### config.mk
export PLATFORM = sky130hd
export DESIGN_NAME = rv32imf_prefetch_queue
export DESIGN_NICKNAME = d
export VERILOG_FILES = /design/src/rtl/rv32imf_prefetch_pkg.sv /design/src/rtl/rv32imf_prefetch_fifo.sv /design/src/rtl/rv32imf_prefetch_queue.sv
export SDC_FILE = /design/constraint.sdc
export NUM_CORES = 1
export LEC_CHECK = 0
export BUFFER_PORTS_ARGS = -buffer_cell sky130_fd_sc_hd__buf_4
export CORE_ASPECT_RATIO = 0.6
export CORE_UTILIZATION = 26
export DETAILED_ROUTE_END_ITERATION = 7
export HOLD_SLACK_MARGIN = 0.02
export PLACE_DENSITY = 0.51
export SETUP_SLACK_MARGIN = 0.3
export SKIP_CTS_REPAIR_TIMING = 1
export SYNTH_ARGS = -nofsm -noshare
export SYNTH_HDL_FRONTEND = slang
export SYNTH_HIERARCHICAL = 1
export SYNTH_SLANG_ARGS = --single-unit
export TNS_END_PERCENT = 30
### constraint.sdc
create_clock -name clk -period 8.75 [get_ports clk]
set_input_delay 0 -clock clk [delete_from_list [all_inputs] [get_ports clk]]
set_output_delay 0 -clock clk [all_outputs]
set_load 0.01 [all_outputs]
### src/rtl/rv32imf_prefetch_pkg.sv
// rv32imf_prefetch_pkg: shared types and constants for the instruction prefetch queue
package rv32imf_prefetch_pkg;
   typedef struct packed {
      logic [31:0] rdata;
      logic        err;
      logic [31:0] addr;
   } fetch_entry_t;
   typedef enum logic {PFQ_IDLE, PFQ_ISSUE} pfq_state_e;
   localparam logic [31:0] PFQ_WORD_INC = 32'd4;
endpackage

### src/rtl/rv32imf_prefetch_fifo.sv
// rv32imf_prefetch_fifo: flushable circular buffer of fetch entries with simultaneous push/pop
module rv32imf_prefetch_fifo
   import rv32imf_prefetch_pkg::*;
#(
   parameter int DEPTH = 4
) (
   input  logic                            clk,
   input  logic                            rst_n,
   input  logic                            flush_i,
   input  logic                            push_i,
   input  logic                            pop_i,
   input  logic [$bits(fetch_entry_t)-1:0] data_i,
   output logic [$bits(fetch_entry_t)-1:0] data_o,
   output logic [$clog2(DEPTH):0]          cnt_o,
   output logic                            empty_o,
   output logic                            full_o
);
   localparam int AW = $clog2(DEPTH);
   localparam int CW = AW + 1;
   fetch_entry_t  mem_q [DEPTH];
   logic [AW-1:0] wr_q, wr_d, rd_q, rd_d;
   logic [CW-1:0] cnt_q, cnt_d;
   logic          do_push, do_pop;
   assign empty_o = cnt_q == '0;
   assign full_o  = cnt_q == CW'(DEPTH);
   assign cnt_o   = cnt_q;
   assign data_o  = mem_q[rd_q];
   assign do_pop  = pop_i && !empty_o;
   assign do_push = push_i && (!full_o || do_pop);
   always_comb begin
      wr_d  = flush_i ? '0 : wr_q + AW'(do_push);
      rd_d  = flush_i ? '0 : rd_q + AW'(do_pop);
      cnt_d = flush_i ? '0 : cnt_q + CW'(do_push) - CW'(do_pop);
   end
   always_ff @(posedge clk or negedge rst_n)
      if (!rst_n) begin
         wr_q  <= '0;
         rd_q  <= '0;
         cnt_q <= '0;
      end else begin
         wr_q  <= wr_d;
         rd_q  <= rd_d;
         cnt_q <= cnt_d;
      end
   always_ff @(posedge clk)
      if (do_push && !flush_i) mem_q[wr_q] <= data_i;
   assert property (@(posedge clk) disable iff (!rst_n) !(push_i && full_o && !pop_i && !flush_i));
endmodule

### src/rtl/rv32imf_prefetch_queue.sv
// rv32imf_prefetch_queue: OBI instruction prefetcher with in-order tags, branch discard and error stall
module rv32imf_prefetch_queue
   import rv32imf_prefetch_pkg::*;
#(
   parameter int DEPTH           = 4,
   parameter int MAX_OUTSTANDING = 2,
   parameter bit ERR_STALL       = 1'b1
) (
   input  logic        clk,
   input  logic        rst_n,
   input  logic        req_i,
   input  logic        branch_i,
   input  logic [31:0] branch_addr_i,
   input  logic        fetch_ready_i,
   output logic        fetch_valid_o,
   output logic [31:0] fetch_rdata_o,
   output logic [31:0] fetch_addr_o,
   output logic        fetch_err_o,
   output logic        instr_req_o,
   input  logic        instr_gnt_i,
   output logic [31:0] instr_addr_o,
   input  logic [31:0] instr_rdata_i,
   input  logic        instr_rvalid_i,
   input  logic        instr_err_i,
   output logic        busy_o
);
   localparam int QW = $clog2(DEPTH) + 1;
   localparam int OW = $clog2(MAX_OUTSTANDING + 1);
   localparam int DW = OW + 1;
   pfq_state_e    state_q, state_d;
   logic [31:0]   addr_q, addr_d, next_addr_q, next_addr_d;
   logic [OW-1:0] out_cnt_q, out_cnt_d;
   logic [DW-1:0] discard_q, discard_d;
   logic [QW-1:0] q_cnt, q_cnt_d, tag_cnt;
   logic          stale_q, stale_d, err_halt_q, err_halt_d;
   logic          gnt, live_rv, credit, q_push, q_pop, q_empty, q_full;
   logic          tag_push, tag_empty, tag_full;
   fetch_entry_t  q_head, tag_head, bus_entry, shown;
   logic          unused_sink;
   assign instr_req_o   = state_q == PFQ_ISSUE;
   assign instr_addr_o  = addr_q;
   assign busy_o        = out_cnt_q != '0 || instr_req_o;
   assign gnt           = instr_req_o && instr_gnt_i;
   assign live_rv       = instr_rvalid_i && discard_q == '0 && !branch_i;
   assign fetch_valid_o = !branch_i && (!q_empty || live_rv);
   assign q_push        = live_rv && !(q_empty && fetch_ready_i);
   assign q_pop         = fetch_valid_o && fetch_ready_i && !q_empty;
   assign tag_push      = gnt && !stale_q && !branch_i;
   assign bus_entry     = '{rdata: instr_rdata_i, err: instr_err_i, addr: tag_head.addr};
   assign shown         = q_empty ? bus_entry : q_head;
   assign fetch_rdata_o = fetch_valid_o ? shown.rdata : '0;
   assign fetch_addr_o  = fetch_valid_o ? shown.addr : '0;
   assign fetch_err_o   = fetch_valid_o && shown.err;
   assign unused_sink   = ^{q_full, tag_cnt, tag_empty, tag_full, tag_head.rdata, tag_head.err};
   // Credit looks at post-cycle counts so a request granted now is already accounted for.
   always_comb begin
      out_cnt_d   = out_cnt_q + OW'(gnt) - OW'(instr_rvalid_i);
      q_cnt_d     = branch_i ? '0 : q_cnt + QW'(q_push) - QW'(q_pop);
      err_halt_d  = branch_i ? 1'b0 : (ERR_STALL && live_rv && instr_err_i) ? 1'b1 : err_halt_q;
      next_addr_d = branch_i ? {branch_addr_i[31:2], 2'b00}
                  : (gnt && !stale_q) ? next_addr_q + PFQ_WORD_INC : next_addr_q;
      credit      = req_i && !err_halt_d && int'(out_cnt_d) < MAX_OUTSTANDING
                    && int'(out_cnt_d) + int'(q_cnt_d) < DEPTH;
      discard_d   = branch_i ? DW'(out_cnt_d) + DW'(instr_req_o && !gnt)
                  : (instr_rvalid_i && discard_q != '0) ? discard_q - 1'b1 : discard_q;
      stale_d     = gnt ? 1'b0 : (branch_i && instr_req_o) ? 1'b1 : stale_q;
      state_d     = state_q;
      addr_d      = addr_q;
      if (state_q == PFQ_IDLE || gnt) begin
         state_d = credit ? PFQ_ISSUE : PFQ_IDLE;
         addr_d  = credit ? next_addr_d : addr_q;
      end
   end
   always_ff @(posedge clk or negedge rst_n)
      if (!rst_n) begin
         state_q     <= PFQ_IDLE;
         addr_q      <= '0;
         next_addr_q <= '0;
         out_cnt_q   <= '0;
         discard_q   <= '0;
         stale_q     <= 1'b0;
         err_halt_q  <= 1'b0;
      end else begin
         state_q     <= state_d;
         addr_q      <= addr_d;
         next_addr_q <= next_addr_d;
         out_cnt_q   <= out_cnt_d;
         discard_q   <= discard_d;
         stale_q     <= stale_d;
         err_halt_q  <= err_halt_d;
      end
   rv32imf_prefetch_fifo #(.DEPTH(DEPTH)) u_q (
      .clk     (clk),
      .rst_n   (rst_n),
      .flush_i (branch_i),
      .push_i  (q_push),
      .pop_i   (q_pop),
      .data_i  (bus_entry),
      .data_o  (q_head),
      .cnt_o   (q_cnt),
      .empty_o (q_empty),
      .full_o  (q_full)
   );
   rv32imf_prefetch_fifo #(.DEPTH(DEPTH)) u_tag (
      .clk     (clk),
      .rst_n   (rst_n),
      .flush_i (branch_i),
      .push_i  (tag_push),
      .pop_i   (live_rv),
      .data_i  ({32'b0, 1'b0, addr_q}),
      .data_o  (tag_head),
      .cnt_o   (tag_cnt),
      .empty_o (tag_empty),
      .full_o  (tag_full)
   );
endmodule

After elaboration in Yosys (flattened, before gate mapping)
Memory sizes are Yosys's and may differ from the RTL's.
Index checks and enable logic that the tools add are counted.
{"block": "word_totals", "out_inout_bits": 100, "ramBits": 388, "register_bits": 86, "elab_cells": 105, "input_bits": 72, "mem_count": 2}
{"block": "classes", "n_mux": 23, "n_lt_le_gt_ge": 2, "n_addsub": 16, "n_eq_ne": 2, "bitwise": 1, "reduce_logical": 46}
{"name": "u_q.mem_q", "depth": 4, "width": 65, "rd": 1, "rd_clocked_by_memory_dff": 0, "write_ports": 1, "line": "rv32imf_prefetch_fifo.sv:20", "source": "fetch_entry_t mem_q [DEPTH];"}
{"name": "u_tag.mem_q", "depth": 4, "width": 32, "rd": 1, "rd_clocked_by_memory_dff": 0, "write_ports": 1, "line": "rv32imf_prefetch_fifo.sv:20"}
{"operator": "32-bit two-way mux", "n": 4}
{"operator": "65-bit two-way mux", "n": 1}
{"operator": "32-bit by 3-bit adder with 32-bit output (second input constant)", "n": 1}
{"operator": "1-bit logical AND", "n": 24}
{"operator": "3-bit two-way mux", "n": 5}
{"operator": "2-bit by 1-bit adder with 2-bit output", "n": 5}
{"operator": "3-bit by 1-bit adder with 3-bit output", "n": 3}
{"operator": "1-bit logical NOT", "n": 9}
{"operator": "3-bit logical NOT", "n": 3}
{"operator": "1-bit two-way mux", "n": 9}
{"operator": "3-bit by 1-bit subtractor with 3-bit output", "n": 3}
{"operator": "2-bit two-way mux", "n": 4}
{"operator": "3-bit equality test (second input constant)", "n": 2}
{"operator": "2-bit nonzero test", "n": 3}
{"operator": "1-bit logical OR", "n": 5}
{"operator": "2-bit by 3-bit adder with 4-bit output", "n": 1}
{"operator": "4-bit by 3-bit < comparator with 1-bit output (second input constant)", "n": 1}
{"operator": "2-bit by 1-bit adder with 3-bit output", "n": 1}
{"operator": "3-bit nonzero test", "n": 1}
{"operator": "3-bit by 1-bit subtractor with 3-bit output (second input constant)", "n": 1}
{"operator": "2-bit < comparator (second input constant)", "n": 1}
{"operator": "2-bit AND reduction", "n": 1}
{"operator": "2-bit by 1-bit subtractor with 2-bit output", "n": 1}
{"operator": "1-bit NOT", "n": 1}

Longest topological paths before layout
Gate-level depths: netlist of run 1.
{"block": "logic_depth", "word_depth": 13, "mapped_depth": 18, "mapped_depth_nobuf": 17}

By module
The synthesis of run 1 kept the hierarchy.
{"module": "rv32imf_prefetch_fifo", "area_each_um2": 9853.2, "cells_per_inst": 377, "seq_area_each_um2": 7982.7, "n_inst": 2}
{"module": "rv32imf_prefetch_queue", "area_each_um2": 4769.6, "cells_per_inst": 516, "seq_area_each_um2": 1801.7, "n_inst": 1}

Worst setup path after synthesis of run 1
No wires, ideal clock.
{"block": "synth_timing", "path_kind": "register -> register", "from": "reg discard_q[0]", "to": "mem u_q/mem_q[1][0] in the netlist's numbering (enable)", "path_slack_ns": -0.199, "t_arrival_ns": 8.277, "period_less_slack_ns": 8.949, "n_path_buf": 0, "required_ns": 8.079, "setup_ns": 0.671, "stages_incl_launch_ff": 8, "cell_sequence": "dfrtp_1 inv_1 ha_1 nand2b_1 nor3b_1 and2_1 nand2b_1 nor4b_1"}
{"block": "synth_via", "elab_cells_between_ends": 14, "classes_between": "mux (2); reduce/logical (12)"}
{"element": "start, declared", "line": "rv32imf_prefetch_queue.sv:33", "source": "logic [DW-1:0] discard_q, discard_d;"}
{"element": "start signal, assigned", "line": "rv32imf_prefetch_queue.sv:88", "source": "discard_q <= discard_d;"}
{"element": "3-bit logical NOT", "line": "rv32imf_prefetch_queue.sv:44", "source": "assign live_rv = instr_rvalid_i && discard_q == '0 && !branch_i;"}
{"element": "1-bit logical AND (2 in a row)", "line": "rv32imf_prefetch_queue.sv:44"}
{"element": "via live_rv", "line": "rv32imf_prefetch_queue.sv:36", "source": "logic gnt, live_rv, credit, q_push, q_pop, q_empty, q_full;"}
{"element": "1-bit logical AND", "line": "rv32imf_prefetch_queue.sv:46", "source": "assign q_push = live_rv && !(q_empty && fetch_ready_i);"}
{"element": "via q_push", "line": "rv32imf_prefetch_queue.sv:36"}
{"element": "1-bit logical AND", "line": "rv32imf_prefetch_fifo.sv:29", "source": "assign do_push = push_i && (!full_o || do_pop);"}
{"element": "1-bit logical AND", "line": "rv32imf_prefetch_fifo.sv:46", "source": "if (do_push && !flush_i) mem_q[wr_q] <= data_i;"}
{"element": "1-bit two-way mux", "line": "rv32imf_prefetch_fifo.sv:46"}
{"element": "1-bit two-way mux (not written as such)", "line": "rv32imf_prefetch_fifo.sv:46"}
{"element": "end, declared", "line": "rv32imf_prefetch_fifo.sv:20"}
The timed path passes the listed nets, and every way through them passes these cells.

Worst setup path in the final report of run 1
{"block": "layout_timing", "from": "reg u_q.cnt_q[1], in the netlist u_q/cnt_o[1]", "to": "reg addr_q[9], in the netlist instr_addr_o[9]"}
{"block": "layout_via", "elab_chain_len": 12, "elab_cells_between_ends": 16, "classes_between": "add/sub (3); order compare (1); mux (1); reduce/logical (11)"}
{"element": "start, declared", "line": "rv32imf_prefetch_fifo.sv:22", "source": "logic [CW-1:0] cnt_q, cnt_d;"}
{"element": "start signal, assigned", "line": "rv32imf_prefetch_fifo.sv:43", "source": "cnt_q <= cnt_d;"}
{"element": "3-bit logical NOT *", "line": "rv32imf_prefetch_fifo.sv:24", "source": "assign empty_o = cnt_q == '0;"}
{"element": "via q_empty", "line": "rv32imf_prefetch_queue.sv:36"}
{"element": "1-bit logical NOT *", "line": "rv32imf_prefetch_queue.sv:45, rv32imf_prefetch_queue.sv:47"}
{"element": "1-bit logical OR", "line": "rv32imf_prefetch_queue.sv:45", "source": "assign fetch_valid_o = !branch_i && (!q_empty || live_rv);"}
{"element": "1-bit logical AND", "line": "rv32imf_prefetch_queue.sv:45"}
{"element": "1-bit logical AND", "line": "rv32imf_prefetch_queue.sv:47", "source": "assign q_pop = fetch_valid_o && fetch_ready_i && !q_empty;"}
{"element": "1-bit logical AND *", "line": "rv32imf_prefetch_queue.sv:47"}
{"element": "via q_pop", "line": "rv32imf_prefetch_queue.sv:36"}
{"element": "3-bit by 1-bit subtractor with 3-bit output *", "line": "rv32imf_prefetch_queue.sv:58", "source": "q_cnt_d = branch_i ? '0 : q_cnt + QW'(q_push) - QW'(q_pop);"}
{"element": "3-bit two-way mux *", "line": "rv32imf_prefetch_queue.sv:58"}
{"element": "2-bit by 3-bit adder with 4-bit output *", "line": "rv32imf_prefetch_queue.sv:63", "source": "&& int'(out_cnt_d) + int'(q_cnt_d) < DEPTH;"}
{"element": "4-bit by 3-bit < comparator with 1-bit output *", "line": "rv32imf_prefetch_queue.sv:63"}
{"element": "1-bit logical AND *", "line": "rv32imf_prefetch_queue.sv:63"}
{"element": "2-bit AND reduction (no line) *"}
{"element": "end signal, assigned", "line": "rv32imf_prefetch_queue.sv:85", "source": "addr_q <= addr_d;"}
{"element": "end, declared", "line": "rv32imf_prefetch_queue.sv:31", "source": "logic [31:0] addr_q, addr_d, next_addr_q, next_addr_d;"}
Mark *: on every way through the listed nets, which the timed path passes. The rest lies on a longest branch.
A chain may end at the register's enable or synchronous reset.

==> results of run 1 <==
==> through the flow <==
| step | instances | total power (W) | utilization (%) |
|---|---|---|---|
| after floorplan | 1097 | 0.00318 | - |
| after global placement | 2219 | 0.00355 | 29.7 |
| after detailed placement | 2219 | 0.00357 | 29.7 |
| after CTS | 2305 | 0.00550 | 31.6 |
| after global routing | 2376 | 0.00569 | 32.6 |
| final | 2376 | 0.00543 | 32.6 |
==> critical path, stage by stage, from the launching register on <==
cell     delay (ps)
dfrtp_1         490
nor3_2          220
buf_4           590
nor2_1          200
and2_1          270
ha_1            290
inv_1            40
ha_1            180
fa_1            430
nor2b_1         140
ha_1            270
nand3_1          70
a21o_1          180
nand4_2          90
buf_4           470
mux2_2          400
==> cell type report <==
class	count	share of cell area [%]
Multi-Input combinational cell	551	22.7
Clock buffer	58	5.08
Sequential cell	474	57.1
Timing Repair Buffer	262	8.91
Clock inverter	28	0.802
Tap cell	987	5.11
Inverter	16	0.248
==> power groups by stage <==
stage               logic (W)  clock network, W  registers, W
finish               0.000713           0.00190       0.00282
floorplan            0.000350                 0       0.00283
CTS                  0.000702           0.00197       0.00283
global placement     0.000688                 0       0.00286
detailed placement   0.000700                 0       0.00287
global route         0.000787           0.00206       0.00284
==> routing by layer <==
metal | vias to the layer above | routed length (microns) | track usage [%]
met5 | - | 0 | 0
met4 | 0 | 770 | 2.96
met3 | 58 | 1840 | 2.23
met2 | 192 | 20700 | 17.9
met1 | 5657 | 22200 | 17.3
li1 | 4838 | - | -
==> path summary, 6_finish.rpt <==
check / slack, ps / cells after the start / endpoint
worst min register to register: 520 / 1 / next_addr_q[1]
min in group asynchronous: 420 / 4 / discard_q[1]
max in group asynchronous: 7420 / 4 / instr_addr_o[5]
worst min-delay path: 150 / 2 / u_q/mem_q[0][58]
worst max register to register: 4270 / 15 / instr_addr_o[9]
worst max-delay path: 4270 / 15 / instr_addr_o[9]
==> cell usage in the layout (no fill, tap or decap), types with 3 or more instances in the layout <==
master and instances:
edfxtp_1 388, buf_4 191, mux4_2 97, nor2_1 93
dfrtp_1 82, dlygate4sd3_1 70, mux2i_1 66, clkbuf_16 47
nand2_1 41, nor2b_1 29, mux2_2 20, inv_1 16
ha_1 16, o21ai_0 15, nand3_1 14, nor3_1 12
xnor2_1 12, nor4_1 11, o31ai_1 11, a21oi_1 10
clkinv_2 10, clkbuf_1 10, clkinv_1 10, nand4_1 9
o31a_1 9, nand2b_1 7, xor2_1 6, nor4b_2 6
and4_1 5, nor3b_1 4, and3_1 4, or2_2 4
a31o_2 3, a21o_1 3, fa_1 3, clkinvlp_4 3
nor3_2 3
==> registers in the layout (all words and copies together) (netlist names) <==
| signal | cells |
|---|---|
| u_q/mem_q | 260 |
| u_tag/mem_q | 128 |
| instr_addr_o | 32 |
| next_addr_q | 32 |
| discard_q | 3 |
| u_q/cnt_o | 3 |
| u_tag/cnt_o | 3 |
| out_cnt_q | 2 |
| u_q/rd_q | 2 |
| u_q/wr_q | 2 |
| u_tag/rd_q | 2 |
| u_tag/wr_q | 2 |
| err_halt_q | 1 |
| instr_req_o | 1 |
| stale_q | 1 |
==> results.cfg, run 1 <==
[routing]
dr_total_vias = 10700
drcViolationCount = 0
dr.pass1.iters = 5
wl_per_cell_microns = 19.1
first_iter_violations = 662
routed_wl_microns = 45500
avgViaCountPerCell = 4.52
ant_nets = 0

[timing]
setup_viol = 0
max_slew_margin_pct = 39.3
slew_viol_final = 0
max_freq_mhz = 223
worst_slew_pin_slew_ps = 910
min_period_ps = 4480
rsz0062_at_grt = false
setup_tns_ps = 0
fin_worst_skew_ps = 30.4
period_share_pct = 51.1
finalHoldViolations = 0
setup_slack_ps = 4270
fin_hold_ws_ps = 151

[critical_path]
cp_max_fo = 44
crit_type = register to register
r2r-start = u_q/cnt_o[1]
startpoint = u_q/cnt_o[1]
start_kind = register
arrival_ps = 4980
end_kind = register
cp_data_required_time_ps = 9260

[placement]
place_area_sq_um = 22000
gp_congestion = 0.755
dp_slack_ps = 4230
hpwl_microns = 28400
numPortBuffers = 169

[synth]
synth_area_per_cell_sq_um = 17.9
yosysWarnings = 6
syn_nets = 1188
synth.cell_area_sq_um = 19700
synthCells = 1097

[status]
status = complete, no violations

[power]
p_int_w = 0.00401
power_switching_w = 0.00142
seqPwrFrac_pct = 51.9
p_sw_share_pct = 26.2
p_leak_nw = 8.77
p_per_area_nw_per_um2 = 225
worst_ir_drop_vdd_uv = 145
combinationalPowerShare_pct = 13.1
clkPwrFrac_pct = 35.0

[floorplanning]
core_area_sq_um = 74300
io_pins = 172
dieHeight_microns = 215
die_w_microns = 357
start_util_pct = 26.5
dieArea_sq_um = 76800
row_count = 77

[global_route]
grt_max_degree = 82
grt_pass1_wl_microns = 68700
antenna_found_initial = 0
gr-usage-all-layers_pct = 11.8
grt_pass1_vias = 11000
grt_remaining_overflow = 0

[cells_and_area]
drive_gt1_share_pct = 29.4
syn_to_final_growth_pct = 22.9
diodes = 0
stdcell_area_sq_um = 24200
seq_area_sq_um = 13800
fillers = 7179
final_nets = 1443
multi_input_area_sq_um = 5500

[clock_tree]
cts_root_buf = clkbuf_16
cts_buffers = 47
clk_pin_slew_worst_paths_ps = 70
cts_tree = built
clockBufferDepth = 3
htree_num_levels = 2
cts.sinks = 474
clk_latency_ps = 620

[min_path]
min_from = instr_rdata_i[25]
hold_path.class = primary input to register

[flow_run]
drv_cap = 0
Note: power is estimated with default switching activity, not from simulation.
==> run 2: changes to the inputs <==
ABC_AREA = 1   (was not set)
clock period = 4 ns   (was 8.75 ns; I/O delays follow)
==> results.cfg, run 2 <==
[status]
status = complete, no violations

[min_path]
min_from = fetch_ready_i
worstHoldEndpoint = u_q/wr_q[1]
holdPathStages = 7
hold_path.class = primary input to register

[synth]
syn_nets = 2097
synth.cell_area_sq_um = 21600
synth_area_per_cell_sq_um = 10.8
yosysWarnings = 6
synthCells = 2006

[routing]
ant_nets = 0
wl_per_cell_microns = 16.6
drcViolationCount = 0
avgViaCountPerCell = 4.37
routed_wl_microns = 55500
dr_total_vias = 14700
first_iter_violations = 1116
dr.pass1.iters = 5

[clock_tree]
cts_tree = built
htree_num_levels = 2
cts.sinks = 474
clockBufferDepth = 3
clk_pin_slew_worst_paths_ps = 60
clk_latency_ps = 590
cts_root_buf = clkbuf_16
cts_buffers = 51

[critical_path]
crit_type = register to register
end_kind = register
slowest_stage = fa_1
reg2regPathDepth = 22
r2r-start = discard_q[1]
cp_max_fo = 7
critPathTopFamily = adder cells
cp_data_required_time_ps = 4520
start_kind = register
ff2ff_setup_slack_ps = 570
critPathBufInv = 6
slowest_delay_ps = 480
crit-reg2reg-capture = instr_addr_o[23]
arrival_ps = 3960
cp_cell_sequence = inv_1 > ha_1 > nand2_1 > nor2_2 > nand2_2 > a21oi_2 > inv_1 > ha_1 > inv_1 > ha_1 > fa_1 > inv_1 > nor2_2 > ha_1 > nand4_1 > and2_4 > nand3_2 > nor3_4 > buf_12 > clkbuf_16 > nand3_1 > nand2_1

[global_route]
grtUsageMet1_pct = 17.2
grt_use_met2_pct = 21.0
grt_max_degree = 93
busiest_layer = met2
grt_pass1_vias = 14200
met3_usage_pct = 2.46
gr-usage-all-layers_pct = 12.8
grt_remaining_overflow = 0
grt_pass1_wl_microns = 83500
antenna_found_initial = 0

[power]
p_per_area_nw_per_um2 = 484
total_power_w = 0.0128
worst_ir_drop_vdd_uv = 269
p_leak_nw = 10.4

[cells_and_area]
layoutNonFillerInstCount = 3350
syn_to_final_growth_pct = 22.5
final_cell_mix = nand2_1 (552), edfxtp_1 (388), inv_1 (276), buf_4 (194), a21oi_1 (154)
fillers = 8243
layout_commonest_cell = nand2_1
reg.largest.list = u_q/mem_q: 260 flops, u_tag/mem_q: 128 flops
drive_gt1_share_pct = 19.2
top_register = u_q/mem_q
largest_reg_flops = 260
final_nets = 2323
diodes = 0

[timing]
finalHoldViolations = 0
max_slew_margin_pct = 34.6
worst_slew_pin_slew_ps = 981
period_share_pct = 85.9
rsz0062_at_grt = false
slew_viol_final = 0
min_period_ps = 3430
max_freq_mhz = 291
setup_viol = 0
fin_worst_skew_ps = 18.9

[flow_run]
drv_cap = 0

[floorplanning]
io_pins = 172
core_area_sq_um = 82000
row_count = 81
die_w_microns = 375
dieHeight_microns = 226
dieArea_sq_um = 84500
start_util_pct = 26.4

[placement]
hpwl_microns = 34400
numPortBuffers = 169
place_inst = 3184
gp_congestion = 0.845
-- run 2: worst max path at each step --
stage,startpoint,endpoint,depth (start not counted)
after floorplan,u_q/cnt_o[1],u_q/mem_q[0][0],10
after global placement,discard_q[0],instr_addr_o[12],21
after detailed placement,discard_q[1],instr_addr_o[12],21
after CTS,discard_q[1],instr_addr_o[12],21
after global routing,discard_q[1],instr_addr_o[18],22
final,discard_q[1],instr_addr_o[23],22
-- run 2: final cells by class --
type | instances | area [sq um] | area share, %
Inverter | 281 | 1050 | 3.98
Clock buffer | 62 | 1320 | 4.97
Timing Repair Buffer | 282 | 2530 | 9.54
Sequential cell | 474 | 13800 | 52.1
Clock inverter | 30 | 349 | 1.32
Multi-Input combinational cell | 1142 | 6100 | 23.0
Tap cell | 1079 | 1350 | 5.09
-- run 2: per-stage QoR --
| stage | setup TNS [ps] | worst slack (ps) | hold slack, ps | area [sq um] | utilization, % |
|---|---|---|---|---|---|
| 6_report | 0 | 565 | 154 | 26500 | 32.3 |
| 3_3_place_gp | 0 | 430 | 45.2 | 24000 | 29.3 |
| 4_1_cts | 0 | 331 | -599 | 25700 | 31.4 |
| 5_1_grt | 0 | 309 | 129 | 26500 | 32.3 |
| 3_5_place_dp | 0 | 340 | 47.8 | 24000 | 29.3 |
| 2_1_floorplan | -184320 | -709 | -296 | 21600 | - |
-- run 2: layer usage --
| layer | vias to the layer above | wire length (microns) |
|---|---|---|
| met5 | - | 0 |
| li1 | 7148 | - |
| met4 | 0 | 916 |
| met3 | 61 | 2560 |
| met1 | 7173 | 25800 |
| met2 | 273 | 26200 |
-- run 2: power by group --
group	total (W)	switching (W)	internal, W
registers	0.00614	0.000376	0.00576
logic	0.00189	0.00110	0.000788
clock network	0.00481	0.00196	0.00285
total	0.0128	0.00344	0.00940
-- run 2: tightest hold or removal path: stages --
cell     delay, ps
buf_4          100
a21oi_2         50
buf_4          130
nand2_1         70
inv_1           40
ha_1           180
a21oi_1        120
